===== config.mk =====
export PLATFORM = sky130hd
export DESIGN_NAME = seg7_count_display
export DESIGN_NICKNAME = d
export VERILOG_FILES = /design/src/rtl/seg7_pkg.sv /design/src/rtl/bin2bcd_seq.sv /design/src/rtl/seg7_count_display.sv
export SDC_FILE = /design/constraint.sdc
export NUM_CORES = 1
export LEC_CHECK = 0
export CAP_MARGIN = 25
export CELL_PAD_IN_SITES_DETAIL_PLACEMENT = 0
export CELL_PAD_IN_SITES_GLOBAL_PLACEMENT = 1
export CORE_MARGIN = 5
export CORE_UTILIZATION = 49
export CTS_BUF_LIST = sky130_fd_sc_hd__clkbuf_4 sky130_fd_sc_hd__clkbuf_8
export CTS_CLUSTER_SIZE = 10
export DETAILED_ROUTE_END_ITERATION = 10
export GPL_TIMING_DRIVEN = 0
export PLACE_DENSITY = 0.82
export REMOVE_ABC_BUFFERS = 1
export SYNTH_ARGS = -nofsm -noshare
export SYNTH_HDL_FRONTEND = slang
export SYNTH_HIERARCHICAL = 1
export SYNTH_SLANG_ARGS = --single-unit

===== constraint.sdc =====
create_clock -name clk -period 1.8 [get_ports clk]
set_input_delay 0.36 -clock clk [delete_from_list [all_inputs] [get_ports clk]]
set_output_delay 0.36 -clock clk [all_outputs]
set_load 0.02 [all_outputs]

===== src/rtl/seg7_pkg.sv =====
// Shared segment encodings (active-low {g,f,e,d,c,b,a}) and conversion FSM state codes.
package seg7_pkg;

    localparam logic [6:0] SEG_0    = 7'b1000000;
    localparam logic [6:0] SEG_1    = 7'b1111001;
    localparam logic [6:0] SEG_2    = 7'b0100100;
    localparam logic [6:0] SEG_3    = 7'b0110000;
    localparam logic [6:0] SEG_4    = 7'b0011001;
    localparam logic [6:0] SEG_5    = 7'b0010010;
    localparam logic [6:0] SEG_6    = 7'b0000010;
    localparam logic [6:0] SEG_7    = 7'b1111000;
    localparam logic [6:0] SEG_8    = 7'b0000000;
    localparam logic [6:0] SEG_9    = 7'b0010000;
    localparam logic [6:0] SEG_DASH = 7'b0111111;
    localparam logic [6:0] SEG_OFF  = 7'h7F;

    localparam logic [1:0] ST_IDLE   = 2'd0;
    localparam logic [1:0] ST_SHIFT  = 2'd1;
    localparam logic [1:0] ST_COMMIT = 2'd2;

    function automatic logic [6:0] seg_enc(input logic [3:0] d);
        case (d)
            4'd0:    return SEG_0;
            4'd1:    return SEG_1;
            4'd2:    return SEG_2;
            4'd3:    return SEG_3;
            4'd4:    return SEG_4;
            4'd5:    return SEG_5;
            4'd6:    return SEG_6;
            4'd7:    return SEG_7;
            4'd8:    return SEG_8;
            4'd9:    return SEG_9;
            default: return SEG_OFF;
        endcase
    endfunction

endpackage


===== src/rtl/bin2bcd_seq.sv =====
// Sequential double-dabble converter: capture, CNT_W shift-and-add-3 cycles, one commit cycle.
module bin2bcd_seq
    import seg7_pkg::*;
#(
    parameter int CNT_W = 4,
    parameter int NIB   = 2
) (
    input  logic               clk,
    input  logic               reset,
    input  logic [CNT_W-1:0]   bin_in,
    output logic [4*NIB-1:0]   bcd_out,
    output logic               bcd_valid,
    output logic               busy
);

    localparam int CW = $clog2(CNT_W + 1);

    logic [1:0]       state;
    logic [CNT_W-1:0] bin_q;
    logic [4*NIB-1:0] acc;
    logic [4*NIB-1:0] acc_adj;
    logic [CW-1:0]    cnt;

    always_comb begin
        acc_adj = acc;
        for (int i = 0; i < NIB; i++)
            if (acc[4*i +: 4] >= 4'd5)
                acc_adj[4*i +: 4] = acc[4*i +: 4] + 4'd3;
    end

    always_ff @(posedge clk or negedge reset) begin
        if (!reset) begin
            state <= ST_IDLE;
            bin_q <= '0;
            acc   <= '0;
            cnt   <= '0;
        end else begin
            case (state)
                ST_IDLE: begin
                    bin_q <= bin_in;
                    acc   <= '0;
                    cnt   <= '0;
                    state <= ST_SHIFT;
                end
                ST_SHIFT: begin
                    acc   <= {acc_adj[4*NIB-2:0], bin_q[CNT_W-1]};
                    bin_q <= bin_q << 1;
                    cnt   <= cnt + CW'(1);
                    if (cnt == CW'(CNT_W - 1))
                        state <= ST_COMMIT;
                end
                default: state <= ST_IDLE;
            endcase
        end
    end

    assign bcd_out   = acc;
    assign bcd_valid = (state == ST_COMMIT);
    assign busy      = (state != ST_IDLE);

endmodule


===== src/rtl/seg7_count_display.sv =====
// Counter display stage: BCD conversion feeding a scanned, active-low multi-digit 7-seg display.
module seg7_count_display
    import seg7_pkg::*;
#(
    parameter int CNT_W       = 4,
    parameter int DIGITS      = 2,
    parameter int REFRESH_DIV = 50000,
    parameter int LZB         = 1
) (
    input  logic              clk,
    input  logic              reset,
    input  logic [CNT_W-1:0]  count_in,
    input  logic              blank,
    output logic [6:0]        seg,
    output logic [DIGITS-1:0] an,
    output logic              busy
);

    // Enough nibbles for the full count range, and never fewer than the display width.
    localparam int NB_CNT = (CNT_W + 2) / 3;
    localparam int NIB    = (NB_CNT > DIGITS) ? NB_CNT : DIGITS;
    localparam int PW     = (REFRESH_DIV > 2) ? $clog2(REFRESH_DIV) : 1;
    localparam int IW     = (DIGITS > 1) ? $clog2(DIGITS) : 1;

    logic [4*NIB-1:0]       bcd;
    logic                   bcd_valid;
    logic [DIGITS-1:0][3:0] dig;
    logic                   ovf;
    logic [PW-1:0]          pre;
    logic [IW-1:0]          idx;
    logic [DIGITS-1:0]      lead0;
    logic                   zrun;
    logic [3:0]             cur_d;
    logic                   cur_lz;

    bin2bcd_seq #(.CNT_W(CNT_W), .NIB(NIB)) u_conv (
        .clk       (clk),
        .reset     (reset),
        .bin_in    (count_in),
        .bcd_out   (bcd),
        .bcd_valid (bcd_valid),
        .busy      (busy)
    );

    // Digits change only on commit, so the scan never sees a half-converted value.
    always_ff @(posedge clk or negedge reset) begin
        if (!reset) begin
            dig <= '0;
            ovf <= 1'b0;
        end else if (bcd_valid) begin
            ovf <= |(bcd >> (4 * DIGITS));
            if (~|(bcd >> (4 * DIGITS)))
                dig <= bcd[4*DIGITS-1:0];
        end
    end

    always_ff @(posedge clk or negedge reset) begin
        if (!reset) begin
            pre <= '0;
            idx <= '0;
        end else if (pre == PW'(REFRESH_DIV - 1)) begin
            pre <= '0;
            idx <= (idx == IW'(DIGITS - 1)) ? '0 : idx + IW'(1);
        end else begin
            pre <= pre + PW'(1);
        end
    end

    always_comb begin
        lead0 = '0;
        zrun  = 1'b1;
        for (int i = DIGITS - 1; i >= 1; i--) begin
            zrun     = zrun && (dig[i] == 4'd0);
            lead0[i] = zrun;
        end
    end

    always_comb begin
        cur_d  = '0;
        cur_lz = 1'b0;
        for (int i = 0; i < DIGITS; i++)
            if (idx == IW'(i)) begin
                cur_d  = dig[i];
                cur_lz = lead0[i];
            end
    end

    always_ff @(posedge clk or negedge reset) begin
        if (!reset) begin
            an  <= '1;
            seg <= SEG_OFF;
        end else if (blank || (LZB != 0 && !ovf && cur_lz)) begin
            an  <= '1;
            seg <= SEG_OFF;
        end else begin
            an  <= ~(DIGITS'(1) << idx);
            seg <= ovf ? SEG_DASH : seg_enc(cur_d);
        end
    end

endmodule


Word level (Yosys, flattened, before mapping)
Memory sizes are Yosys's and may differ from the RTL's.
Index checks and enable logic that the tools add are counted.
- $add $sub $neg: 5
- magnitude comparators: 2
- multiplexer cells: 13
- bitwise gates (word level): 1
- reduce and logical (&&, ||, !) cells: 5
- shift-type cells: 1
- equal/unequal tests: 5
- operators by type and width (operator ; number):
    $add 16x1->16 const B ; 1
    $eq 16x16->1 const B ; 1
    $mux 16 ; 1
    $pmux 8 s2 ; 1
    $ge 4x3->1 const B ; 2
    $mux 4 ; 2
    $pmux 4 s2 ; 1
    $mux 7 ; 1
    $pmux 3 s2 ; 1
    $add 4x2->4 const B ; 1
    $logic_not 4->1 ; 1
    $mux 2 ; 2
    $pmux 2 s2 ; 1
    $reduce_bool 2->1 ; 2
    $add 3x1->3 const B ; 1
    $add 3x2->3 const B ; 1
    $eq 3x2->1 const B ; 1
    $mux 3 ; 1
    $eq 2x1->1 const B ; 1
    $eq 2x2->1 const B ; 1
    $logic_not 2->1 ; 1
    $mux 1 ; 2
    $ne 2x1->1 const B ; 1
    $not 2->2 ; 1
    3 further kinds ; 3
- bits of input ports: 7
- memory bits (read-only): 112
- word-level logic and storage cells: 43
- flip-flop bits (word level): 51
- output and inout port bits: 10
- memories kept: 1
- memories (memory ; words ; width ; rd ports ; clocked after memory_dff ; wr ports ; RTL line ; source):
    (name not given) ; 16 ; 7 ; 1 ; 0 ; 0 ; seg7_pkg.sv:22 ; case (d)

Depth between registers and ports, before layout
Gate-level depths: netlist of run 1.
- word-level depth: 4
- depth in mapped cells: 7
- gate-level depth less buffers: 6

Hierarchy
Netlist of run 1, hierarchy kept.
- by module, submodules not included (module ; cells each ; area each (um2) ; sequential area each (um2) ; instances):
    seg7_count_display ; 137 ; 1627.8 ; 862.1 ; 1
    bin2bcd_seq ; 89 ; 912.1 ; 425.4 ; 1

Worst setup path before layout of run 1
Ideal clock, no wire load.
- path kind: register to register
- start: register u_conv.state[1]
- end: register dig[0] (netlist bit)
- period minus slack after synthesis: 1.586 ns
- slack: 0.214 ns
- arrival: 1.461 ns
- buffers on the path: 3
- stages on the path, launching flop included: 6
- library setup time: 0.125 ns
- required time: 1.675 ns
- cells stage by stage: dfrtp_1 -> buf_4 -> clkbuf_1 -> nor2b_1 -> clkbuf_1 -> mux2_2
- word-level cells in the longest chain between the ends: 1
- RTL lines (item ; RTL line ; source):
    start, declared ; bin2bcd_seq.sv:18 ; logic [1:0] state;
    start signal, assigned ; bin2bcd_seq.sv:33 ; state <= ST_IDLE;
    start signal, assigned ; bin2bcd_seq.sv:43 ; state <= ST_SHIFT;
    start signal, assigned ; bin2bcd_seq.sv:50 ; state <= ST_COMMIT;
    $eq 2x2->1 ; bin2bcd_seq.sv:58 ; assign bcd_valid = (state == ST_COMMIT);
    via bcd_valid ; seg7_count_display.sv:26 ; logic bcd_valid;
    end signal, assigned ; seg7_count_display.sv:53 ; dig <= bcd[4*DIGITS-1:0];
    end, declared ; seg7_count_display.sv:27 ; logic [DIGITS-1:0][3:0] dig;
The timed path passes the listed nets, and every way through them passes these cells.
A chain may end at the register's enable or synchronous reset.

Final worst setup path of run 1
- start: register seg[3]
- end: output seg[3]
- RTL lines (item ; RTL line ; source):
    start, declared ; seg7_count_display.sv:14 ; output logic [6:0] seg,
    start signal, assigned ; seg7_count_display.sv:97 ; seg <= ovf ? SEG_DASH : seg_enc(cur_d);
No word-level cell between the ends.

==> results of run 1 <==
metrics by stage:
stage               total power (W)   util  hold WS (ns)  area (um^2)
finish                      0.00203  0.575         0.492         2920
global route                0.00213  0.575         0.514         2920
CTS                         0.00206  0.571         0.495         2900
detailed placement          0.00139  0.543         0.283         2750
global placement            0.00139  0.540         0.467         2740
floorplan                   0.00131      -        0.0644         2490
area by class of cell:
cell class	count	area, um^2
multi-input cells	156	1160
fillers	460	2160
inverters	12	45.0
well taps	70	87.6
flip-flops and latches	51	1290
clock inverters	1	5.00
repair buffers	23	243
clock buffers	6	82.6
state kept, by name (all words and copies together), names as in the netlist:
name            flops
an                  2
dig                 8
idx                 1
pre                16
seg                 7
u_conv/bcd_out      8
u_conv/bin_q        4
u_conv/cnt          3
u_conv/state        2
synth_stat cells (2+ instances only):
library cell  number  area, um^2
o211ai_1           3        22.5
dfrtp_1           42        1050
nand2b_1           2        12.5
nand3_1            7        35.0
nand4_1            4        25.0
nand2_1           30         113
dfstp_2            9         236
a2111oi_2          2        30.0
mux2i_1            7        70.1
xnor2_1           10        87.6
a221o_1            2        20.0
a22o_1             2        17.5
nor2_1            12        45.0
xor2_1             6        52.6
buf_4              2        15.0
clkbuf_1           3        11.3
ha_1              12         150
a21oi_1            3        15.0
o2111ai_1          2        17.5
o21ai_0            9        45.0
buf_6              2        22.5
nor2b_1            4        25.0
nor4_2             2        25.0
or2_2              2        12.5
o31ai_1            2        15.0
nor4bb_1           2        20.0
inv_1             12        45.0
mux2_2             9         101
nor3b_1            3        22.5
power by group:
group | leakage (nW) | switching (W) | internal (W)
Sequential | 0.642 | 0.0000123 | 0.00118
Clock | 0.0470 | 0.000356 | 0.000302
Combinational | 0.657 | 0.0000913 | 0.0000785
per-layer routing:
metal / up-vias / GRT usage
met5: - / 0
met4: 0 / 0.0498
met3: 5 / 0.0296
met2: 22 / 0.243
met1: 781 / 0.185
li1: 820 / -
worst paths after layout:
path,cells after the start,end,slack (ns),startpoint
worst max-delay path,1,seg[3],0.05,seg[3]$_DFF_PN1_
worst min-delay path,2,pre[9]$_DFF_PN0_,0.49,reset
min in group clk,2,u_conv/bin_q[0]$_DFFE_PN0P_,0.49,u_conv/bin_q[0]$_DFFE_PN0P_
worst min register to register,2,u_conv/bin_q[0]$_DFFE_PN0P_,0.49,u_conv/bin_q[0]$_DFFE_PN0P_
max in group asynchronous,3,idx$_DFFE_PN0N_,0.79,reset
worst max register to register,5,pre[9]$_DFF_PN0_,0.15,pre[0]$_DFF_PN0_
timing repair:
action                                  4_1_cts  5_1_grt
hold buffers                                  1        0
buffers inserted                              5        0
gates resized for setup                       5       10
gates cloned                                  0        0
endpoints found under the setup margin       10       14
hold endpoints to repair                      6        0
logic make-up after synthesis:
kind of cell,count (synthesis),synth area share
AO/OA/AOI/OAI,31,0.0892
buffers and inverters,19,0.0369
XOR/XNOR,16,0.0552
flip-flops,51,0.507
adder cells (fa/ha/maj),12,0.0591
multiplexers,19,0.0877
AND/OR/NAND/NOR,78,0.165
worst register-to-register path, cell delays in order, from the launching register on:
cell and delay [ns]:
dfrtp_1 0.40, ha_1 0.22, and3_1 0.24, and4_1 0.46, nand2b_1 0.16, mux2i_1 0.06
==> implementation parameters, run 1 <==
Parameter                              Value

Run status
  Status    finished clean

Timing
  Least-Margin Pin Slew    between 0.6 and 0.7 ns
  Fin crit share    0.973
  Worst slew slack as a fraction of its limit    0.555
  Final Hold Violating Endpoints    0
  Fmax    571 MHz
  Minimum period implied by the final worst setup slack    between 1.5 and 2 ns
  PnR worst setup slack    about 0.05 ns
  Total negative slack for setup checks    0 ns
  Number of failing setup endpoints in the final timing report    0
  Setup repair after global routing missed its margin    no
  Final Skew    0.0134 ns
  Pins Over Slew Limit    0

Yosys
  Ys Warns    6
  Number of instances in the synthesized netlist    about 230
  Top FF cell, synth    dfrtp_1
  Flip-flop and latch count after synthesis    51
  Distinct cell type count of the synthesized netlist    48
  Average instance area after synthesis    approximately 11 um^2
  Post-synth design cell area    roughly 2500 um^2
  Sequential element share of the synthesized area    0.507
  Number of synthesized flops with an enable pin    0
  Async set or reset register ratio after synthesis    1.00

Setup path
  Critical path endpoint category    output pin
  Type of element launching the critical path    flip-flop
  Largest fanout of any net on the critical path    1
  Family with the most delay on the worst path    buffers and inverters
  Max stage delay cell, worst path    clkdlybuf4s50_1
  Max stage delay on crit path    approximately 0.6 ns
  CP Cell Sequence    clkdlybuf4s50_1
  Category of the most critical setup path    flip-flop to output pin
  Buffer and inverter count on the worst path    1
  Data required time of the critical path    around 1.4 ns
  Critical path data arrival time    between 1 and 1.5 ns

Clocking
  CTS tree    done
  Longest Clk Path Bufs    2
  Number of CTS-inserted buffers    5
  H-tree level count    2
  Clock insertion delay at the later pin of the skew report    roughly 0.30 ns
  Root Buffer Master    clkbuf_8
  Number of sinks driven by the clock tree    51
  Reg clk slew, reported paths    roughly 0.09 ns

Place
  HPWL after detailed placement    between 2 and 3 mm
  Final GP Congestion    between 0.7 and 0.8
  Placed instance count    approximately 300
  Worst slack at placement    -0.236 ns
  Input/output buffers    16

Cells and area
  Post-synthesis to final-layout area growth    14.9%
  Most common cell after layout, fill and taps aside    dfrtp_1
  Most frequent cells in the layout    dfrtp_1, nand2_1, inv_1, nor2_1, ha_1
  Final non-filler cell total    around 320
  Share of post-route cells with drive strength above 1    0.197
  Final net count    between 200 and 300
  Diode count    0

Routing
  Top layer used by detailed routing    met4
  Wire length reported by the detailed router    roughly 4.1 mm
  Number of DRC markers after the initial detailed-route iteration    55
  Post-route met1 wirelength    ~2.1 mm
  Residual DRC    0
  Detailed-router iteration count before antenna repair    4
  Metal2 WL    between 1.5 and 2 mm
  Via density    a little over 5
  Routed len/inst    between 10 and 15 um
  Met3 wire length    ~120 um
  Total number of vias    1628
  Detail Route Antenna Nets    0

Power
  Power density over the cells    694 nW/um^2
  Max IR drop VDD    roughly 290 uV
  Leakage power    roughly 1.3 nW

Floorplanning
  Initial cell density of the core    0.500
  I/O pin cnt    17
  Std-Cell Core Area    between 5000 and 6000 um^2
  Cell row count    26
  Die width    between 80 and 90 um
  Die height    ~82 um
  Total Die Area    a little under 7000 um^2

Run
  Total of max-cap violations    0

GRT
  First-pass GRT wire length    approximately 7.6 mm
  Global-route congestion overflow total    0
  Number of antenna violations at the first check in global routing    0
  Largest net degree at the start of global routing    37
  Vias in the first global route    between 1500 and 2000
  Aggregate global-route resource usage    0.145

Min path
  Worst Hold Class    input pin to asynchronous set/reset pin
(Power assumes the default switching activity.)
==> run 2, diff against run 1 <==
--- a/config.mk
+++ b/config.mk
@@ -9,12 +9,12 @@
 export CELL_PAD_IN_SITES_DETAIL_PLACEMENT = 0
 export CELL_PAD_IN_SITES_GLOBAL_PLACEMENT = 1
 export CORE_MARGIN = 5
-export CORE_UTILIZATION = 49
+export CORE_UTILIZATION = 53
 export CTS_BUF_LIST = sky130_fd_sc_hd__clkbuf_4 sky130_fd_sc_hd__clkbuf_8
 export CTS_CLUSTER_SIZE = 10
 export DETAILED_ROUTE_END_ITERATION = 10
 export GPL_TIMING_DRIVEN = 0
-export PLACE_DENSITY = 0.82
+export PLACE_DENSITY = 0.87
 export REMOVE_ABC_BUFFERS = 1
 export SYNTH_ARGS = -nofsm -noshare
 export SYNTH_HDL_FRONTEND = slang
==> constraint.sdc (replaced) <==
create_clock -name clk -period 2.1 [get_ports clk]
set_input_delay 0.42 -clock clk [delete_from_list [all_inputs] [get_ports clk]]
set_output_delay 0.42 -clock clk [all_outputs]
set_load 0.02 [all_outputs]
==> run 2 against run 1 <==
  * Via count decreased by 0.68%
  * Power decreased by 15%
  * Critical path depth increased by 1
  * Clock power decreased by 16%
  * Final area decreased by 2.9%
  * Sequential power decreased by 14%
  * Combinational power decreased by 15%
  * Worst setup slack improved by 0.12 ns
  * Die area decreased by 6.6%
  * Utilization increased by 2.9 points
  * Wire length decreased by 2.6%
  * Critical endpoint is now busy
  * Highest routed layer unchanged
==> implementation parameters, run 2 (synthesized netlist as in run 1, its figures left out) <==
Parameter                              Value

Cells and area
  Largest reg by FF count    pre (unchanged)
  Post-synthesis to final-layout area growth    11.6% (was 14.9%)
  Final net count    263 (was 268)
  Total area of sequential cells    1290 um^2 (about the same)
  Total of fill cells in the finished design    393 (was 460)
  Area of the multi-input gates    1160 um^2 (about the same)
  Most common cell after layout, fill and taps aside    dfrtp_1 (unchanged)
  Share of post-route cells with drive strength above 1    0.180 (was 0.197)
  Fin area    2830 um^2 (was 2920 um^2)
  Diode count    0 (unchanged)
  Most frequent cells in the layout    dfrtp_1, nand2_1, clkdlybuf4s50_1 (was dfrtp_1, nand2_1, inv_1, nor2_1, ha_1)
  Max FFs per register    16 (unchanged)

GRT
  Number of antenna violations at the first check in global routing    0 (unchanged)
  Vias in the first global route    1607 (was 1652)
  First-pass GRT wire length    7.29 mm (was 7.56 mm)
  Global-route congestion overflow total    0 (unchanged)
  Aggregate global-route resource usage    0.145 (about the same)
  Largest net degree at the start of global routing    40 (was 37)

Place
  Final GP Congestion    0.782 (was 0.786)
  Input/output buffers    16 (unchanged)
  HPWL after detailed placement    2.84 mm (was 2.82 mm)
  Instance area at placement    2730 um^2 (was 2750 um^2)

Routing
  Routed len/inst    13.5 um (was 13.0 um)
  Residual DRC    0 (unchanged)
  Detail Route Antenna Nets    0 (unchanged)
  Detailed-router iteration count before antenna repair    4 (unchanged)
  Via density    5.41 (was 5.10)
  Wire length reported by the detailed router    4.04 mm (was 4.15 mm)
  Total number of vias    1617 (was 1628)
  Number of DRC markers after the initial detailed-route iteration    63 (was 55)

Timing
  Total negative slack for setup checks    0 ns (unchanged)
  Setup repair after global routing missed its margin    no (unchanged)
  Final Skew    0.0116 ns (was 0.0134 ns)
  Final Hold Slack    0.0108 ns (was 0.492 ns)
  Minimum period implied by the final worst setup slack    1.94 ns
  Fin crit share    0.922
  Least-Margin Pin Slew    0.694 ns (was 0.667 ns)
  Fmax    around 520 MHz
  Final Hold Violating Endpoints    0 (unchanged)
  Number of failing setup endpoints in the final timing report    0 (unchanged)
  Worst slew slack as a fraction of its limit    0.536 (was 0.555)
  Pins Over Slew Limit    0 (unchanged)

Setup path
  Largest fanout of any net on the critical path    15 (was 1)
  Buffer and inverter count on the worst path    1 (unchanged)
  Critical path data arrival time    1.52 ns (was 1.39 ns)
  Data required time of the critical path    1.68 ns (was 1.44 ns)
  CP Cell Sequence    or2_2 > dlygate4sd2_1 (was clkdlybuf4s50_1)
  Family with the most delay on the worst path    flip-flops (was buffers and inverters)
  Max stage delay on crit path    0.57 ns (was 0.59 ns)
  Worst flop-to-flop path startpoint    idx$_DFFE_PN0N_ (was pre[0]$_DFF_PN0_)
  Worst setup path start    u_conv/state[1]$_DFFE_PN0P_ (was seg[3]$_DFF_PN1_)
  Critical path endpoint category    output pin (unchanged)
  Reg-to-reg setup timing slack    0.23 ns (was 0.15 ns)
  Category of the most critical setup path    flip-flop to output pin (unchanged)
  Type of element launching the critical path    flip-flop (unchanged)
  Max stage delay cell, worst path    dfrtp_4 (was clkdlybuf4s50_1)

Clocking
  Number of sinks driven by the clock tree    51 (unchanged)
  CTS tree    done (unchanged)
  Number of CTS-inserted buffers    5 (unchanged)
  Clock insertion delay at the later pin of the skew report    0.30 ns (about the same)
  Root Buffer Master    clkbuf_8 (unchanged)
  Reg clk slew, reported paths    0.09 ns (about the same)
  Longest Clk Path Bufs    2 (unchanged)
  H-tree level count    2 (unchanged)

Floorplanning
  Std-Cell Core Area    4690 um^2 (was 5070 um^2)
  Die width    79.2 um (was 82.0 um)
  I/O pin cnt    17 (unchanged)
  Die height    79.2 um (was 82.0 um)
  Total Die Area    6280 um^2 (was 6720 um^2)
  Initial cell density of the core    0.541 (was 0.500)
  Cell row count    25 (was 26)

Power
  Max IR drop VDD    289 uV (was 292 uV)
  Total power    0.00173 W (was 0.00203 W)
  Leakage power    1.28 nW (was 1.35 nW)
  Power density over the cells    609 nW/um^2 (was 694 nW/um^2)

Run status
  Status    finished clean (unchanged)

Min path
  Worst Hold Class    input pin to asynchronous set/reset pin (unchanged)

Run
  Total of max-cap violations    0 (unchanged)
[run 2: cell types whose count changed in the layout (fill, tap and decap cells not counted), sizes merged]
cell / previous run / this run
dlygate4sd3: 1 / 0
clkdlybuf4s15: 1 / 0
dlygate4sd2: 0 / 1
buf: 7 / 3
dlymetal6s2s: 8 / 0
clkinvlp: 0 / 1
clkdlybuf4s50: 6 / 14
[run 2: power breakdown]
part	switching (W)	internal, W
Combinational	0.0000773	0.0000681
Sequential	0.0000103	0.00102
Clock	0.000309	0.000246
Total	0.000397	0.00133
[run 2: metrics by stage]
step                       util  setup WS, ns  std cells
after floorplan               -         0.429        219
after global routing      0.604        0.0416        299
after CTS                 0.604         0.150        299
after global placement    0.579        -0.839        289
after detailed placement  0.583      -0.00363        290
final                     0.604         0.165        299
[run 2: what timing repair did]
| item | 4_1_cts | 5_1_grt |
|---|---|---|
| setup endpoints to repair | 1 | 0 |
| gates resized for setup | 4 | 0 |
| hold buffers | 0 | 0 |
| setup buffers | 1 | 0 |
[run 2: layer usage]
| metal | GRT usage | share of wire | up-vias |
|---|---|---|---|
| met5 | 0 | 0 | - |
| met4 | 0.0447 | 0.012 | 0 |
| met3 | 0.0420 | 0.035 | 5 |
| met2 | 0.233 | 0.47 | 25 |
| met1 | 0.189 | 0.49 | 775 |
| li1 | - | - | 812 |
[run 2: worst reg2reg max path: stages, from the launching register on]
cell and delay, ns:
dfrtp_1 0.64, mux2i_1 0.45, inv_1 0.12, ha_1 0.21
mux2_2 0.26, nand2_1 0.07, nand2_1 0.06
[run 2: cell type report]
class,count,area share
Tap cell,54,0.0238
Timing Repair Buffer,18,0.0640
Sequential cell,51,0.456
Clock buffer,6,0.0269
Clock inverter,2,0.00442
Inverter,12,0.0159
Multi-Input combinational cell,156,0.409
[run 2: path summary, 6_finish.rpt]
kind | depth (start not counted) | end
min | 1 | dig[1]$_DFFE_PN0P_
max | 2 | busy
min reg2reg | 1 | pre[0]$_DFF_PN0_
max reg2reg | 6 | seg[0]$_DFF_PN1_
min in group clk | 1 | pre[0]$_DFF_PN0_
max in group asynchronous | 2 | an[0]$_DFF_PN1_
==> run 3, diff against run 2 <==
--- a/config.mk
+++ b/config.mk
@@ -9,10 +9,11 @@
 export CELL_PAD_IN_SITES_DETAIL_PLACEMENT = 0
 export CELL_PAD_IN_SITES_GLOBAL_PLACEMENT = 1
 export CORE_MARGIN = 5
-export CORE_UTILIZATION = 53
+export CORE_UTILIZATION = 57
 export CTS_BUF_LIST = sky130_fd_sc_hd__clkbuf_4 sky130_fd_sc_hd__clkbuf_8
 export CTS_CLUSTER_SIZE = 10
 export DETAILED_ROUTE_END_ITERATION = 10
+export DONT_BUFFER_PORTS = 1
 export GPL_TIMING_DRIVEN = 0
 export PLACE_DENSITY = 0.87
 export REMOVE_ABC_BUFFERS = 1
@@ -20,3 +21,4 @@
 export SYNTH_HDL_FRONTEND = slang
 export SYNTH_HIERARCHICAL = 1
 export SYNTH_SLANG_ARGS = --single-unit
+export TNS_END_PERCENT = 20
==> run 3 against run 2 <==
  * Critical path depth up 4
  * Register-to-register slack worse by 0.03 ns
  * Critical path type is now flip-flop to flip-flop
  * Flip-flop and latch count unchanged
  * Sequential share of layout area up 1.9 points
  * Clock power up 24%
  * Highest routed layer unchanged
  * Clock skew down 0.0011 ns
  * Cell count down 6.0%
  * Critical endpoint is now seg[0]$_DFF_PN1_
  * Clock-buffer cell count down 1
  * Wire length up 4.1%
  * Via count up 0.80%
  * Maximum frequency up 2.1%
==> implementation parameters, run 3 (synthesized netlist as in run 1, its figures left out) <==
Parameter                              Value

Min path
  Hold wc startpoint    blank
  Sink of the worst hold path    an[0]$_DFF_PN1_
  Number of instances on the worst hold path    1
  Worst Hold Class    input pin to flip-flop (was input pin to asynchronous set/reset pin)

Timing
  Least-Margin Pin Slew    0.689 ns (was 0.694 ns)
  Final Skew    0.0105 ns (was 0.0116 ns)
  Worst slew slack as a fraction of its limit    0.540 (was 0.536)
  Pins Over Slew Limit    0 (unchanged)
  Total negative slack for setup checks    0 ns (unchanged)
  Minimum period implied by the final worst setup slack    1.90 ns (was 1.94 ns)
  Fmax    527 MHz (was 517 MHz)
  Setup repair after global routing missed its margin    no (unchanged)
  Final Hold Slack    0.227 ns (was 0.0108 ns)
  Final Hold Violating Endpoints    0 (unchanged)
  Fin crit share    0.903 (was 0.922)
  Number of failing setup endpoints in the final timing report    0 (unchanged)

Place
  Input/output buffers    0 (was 16)
  Final GP Congestion    0.753 (was 0.782)
  HPWL after detailed placement    3.02 mm (was 2.84 mm)
  Placed instance count    271 (was 290)

Clocking
  CTS tree    done (unchanged)
  Root Buffer Master    clkbuf_8 (unchanged)
  Longest Clk Path Bufs    2 (unchanged)
  Reg clk slew, reported paths    0.10 ns (was 0.09 ns)
  Clock insertion delay at the later pin of the skew report    0.30 ns (about the same)
  Number of sinks driven by the clock tree    51 (unchanged)
  Number of CTS-inserted buffers    5 (unchanged)
  H-tree level count    2 (unchanged)
  Number of buffers inserted to repair setup after CTS    0 (was 1)

Floorplanning
  Initial cell density of the core    0.587 (was 0.541)
  Cell row count    24 (was 25)
  I/O pin cnt    17 (unchanged)
  Total Die Area    5890 um^2 (was 6280 um^2)
  Die height    76.8 um (was 79.2 um)
  Std-Cell Core Area    4320 um^2 (was 4690 um^2)
  Die width    76.8 um (was 79.2 um)

GRT
  First-pass GRT wire length    7.51 mm (was 7.29 mm)
  Largest net degree at the start of global routing    52 (was 40)
  Global-route congestion overflow total    0 (unchanged)
  Number of antenna violations at the first check in global routing    0 (unchanged)
  Vias in the first global route    1607 (unchanged)
  Aggregate global-route resource usage    0.156 (was 0.145)

Setup path
  Crit path top cell by count    nand2_1
  Max stage delay on crit path    0.64 ns (was 0.57 ns)
  Buffer and inverter count on the worst path    1 (unchanged)
  FF-to-FF path depth    6 (unchanged)
  Largest fanout of any net on the critical path    9 (was 15)
  CP Cell Sequence    mux2i_1 > inv_1 > ha_1 > mux2_2 > nand2_1 > nand2_1 (was or2_2 > dlygate4sd2_1)
  Worst flop-to-flop path startpoint    idx$_DFFE_PN0N_ (unchanged)
  Critical path endpoint category    flip-flop (was output pin)
  Reg-to-reg setup timing slack    0.20 ns (was 0.23 ns)
  Worst setup path start    idx$_DFFE_PN0N_ (was u_conv/state[1]$_DFFE_PN0P_)
  Capture instance of the worst register-to-register path    seg[0]$_DFF_PN1_ (unchanged)
  Family with the most delay on the worst path    multiplexers (was flip-flops)
  Type of element launching the critical path    flip-flop (unchanged)
  Critical path data arrival time    2.13 ns (was 1.52 ns)
  Category of the most critical setup path    flip-flop to flip-flop (was flip-flop to output pin)
  Max stage delay cell, worst path    dfrtp_1 (was dfrtp_4)
  Data required time of the critical path    2.34 ns (was 1.68 ns)

Cells and area
  Area of the multi-input gates    1160 um^2 (unchanged)
  Most common cell after layout, fill and taps aside    dfrtp_1 (unchanged)
  Final net count    247 (was 263)
  Final non-filler cell total    281 (was 299)
  Largest reg by FF count    pre (unchanged)
  Total of fill cells in the finished design    349 (was 393)
  Post-synthesis to final-layout area growth    6.70% (was 11.6%)
  Diode count    0 (unchanged)
  Total area of sequential cells    1290 um^2 (about the same)
  Max FFs per register    16 (unchanged)
  Most frequent cells in the layout    dfrtp_1, nand2_1, inv_1, nor2_1, ha_1 (was dfrtp_1, nand2_1, clkdlybuf4s50_1)
  Share of post-route cells with drive strength above 1    0.179 (was 0.180)

Routing
  Wire length reported by the detailed router    4.21 mm (was 4.04 mm)
  Detailed-router iteration count before antenna repair    4 (unchanged)
  Detail Route Antenna Nets    0 (unchanged)
  Number of DRC markers after the initial detailed-route iteration    82 (was 63)
  Routed len/inst    15.0 um (was 13.5 um)
  Residual DRC    0 (unchanged)
  Via density    5.80 (was 5.41)
  Total number of vias    1630 (was 1617)

Run
  Total of max-cap violations    0 (unchanged)

Power
  Sw Pwr    0.000414 W (was 0.000397 W)
  Max IR drop VDD    422 uV (was 289 uV)
  Internal power component    0.00142 W (was 0.00133 W)
  Share of total power consumed by net switching    0.226 (was 0.230)
  Fraction of power consumed by the clock network    0.376 (was 0.322)
  Leakage power    1.23 nW (was 1.28 nW)
  Part of the total power dissipated in sequential elements    0.573 (was 0.594)
  Logic gate share of total power    0.051 (was 0.084)
  Power density over the cells    675 nW/um^2 (was 609 nW/um^2)

Run status
  Status    finished clean (unchanged)
-- run 3: cell types whose count changed in the layout (fill, tap and decap cells not counted), sizes merged --
cell           before  now
clkbuf              6    5
clkdlybuf4s50      14    0
inv                12   13
bufinv              0    1
clkinv              1    0
dlygate4sd2         1    0
dlygate4sd3         0    1
buf                 3    1
-- run 3: worst max-delay path by stage --
stage	endpoint	slack (ns)	cells after the start
CTS	dig[3]$_DFFE_PN0P_	0.07	2
finish	seg[0]$_DFF_PN1_	0.20	6
floorplan	dig[0]$_DFFE_PN0P_	0.43	2
global placement	dig[2]$_DFFE_PN0P_	0.19	2
detailed placement	dig[3]$_DFFE_PN0P_	0.09	2
global route	seg[0]$_DFF_PN1_	0.07	6
-- run 3: power by group through the flow --
| stage | logic [W] | registers, W | clock network (W) |
|---|---|---|---|
| final | 0.0000938 | 0.00105 | 0.000687 |
| after floorplan | 0.0000578 | 0.00106 | 0 |
| after detailed placement | 0.0000695 | 0.00107 | 0 |
| after global routing | 0.000109 | 0.00105 | 0.000760 |
| after global placement | 0.0000651 | 0.00107 | 0 |
| after CTS | 0.0000970 | 0.00105 | 0.000712 |
-- run 3: cell type report --
cell class,instances,area share
clock inverter,3,0.0171
clock buffer,5,0.0254
timing repair buffer,2,0.0139
sequential,51,0.476
inverter,12,0.0166
tap,52,0.0240
multi-input combinational,156,0.428
-- run 3: routing by layer --
metal  share of wire  track usage
met2            0.51        0.256
met1            0.43        0.200
met4           0.012       0.0507
met5               0            0
met3           0.045       0.0433
-- run 3: metrics by stage --
stage,worst slack [ns],utilization,area (um^2),total power [W]
2_1_floorplan,0.429,-,2490,0.00112
3_3_place_gp,0.191,0.591,2560,0.00113
3_5_place_dp,0.0854,0.591,2560,0.00114
4_1_cts,0.0676,0.626,2710,0.00186
5_1_grt,0.0659,0.627,2710,0.00192
6_report,0.203,0.627,2710,0.00183
-- run 3: what timing repair did --
item | CTS | global route
hold buffers | 2 | 0
endpoints found under the hold margin | 51 | 0
gates resized for setup | 0 | 1
setup endpoints to repair | 0 | 8
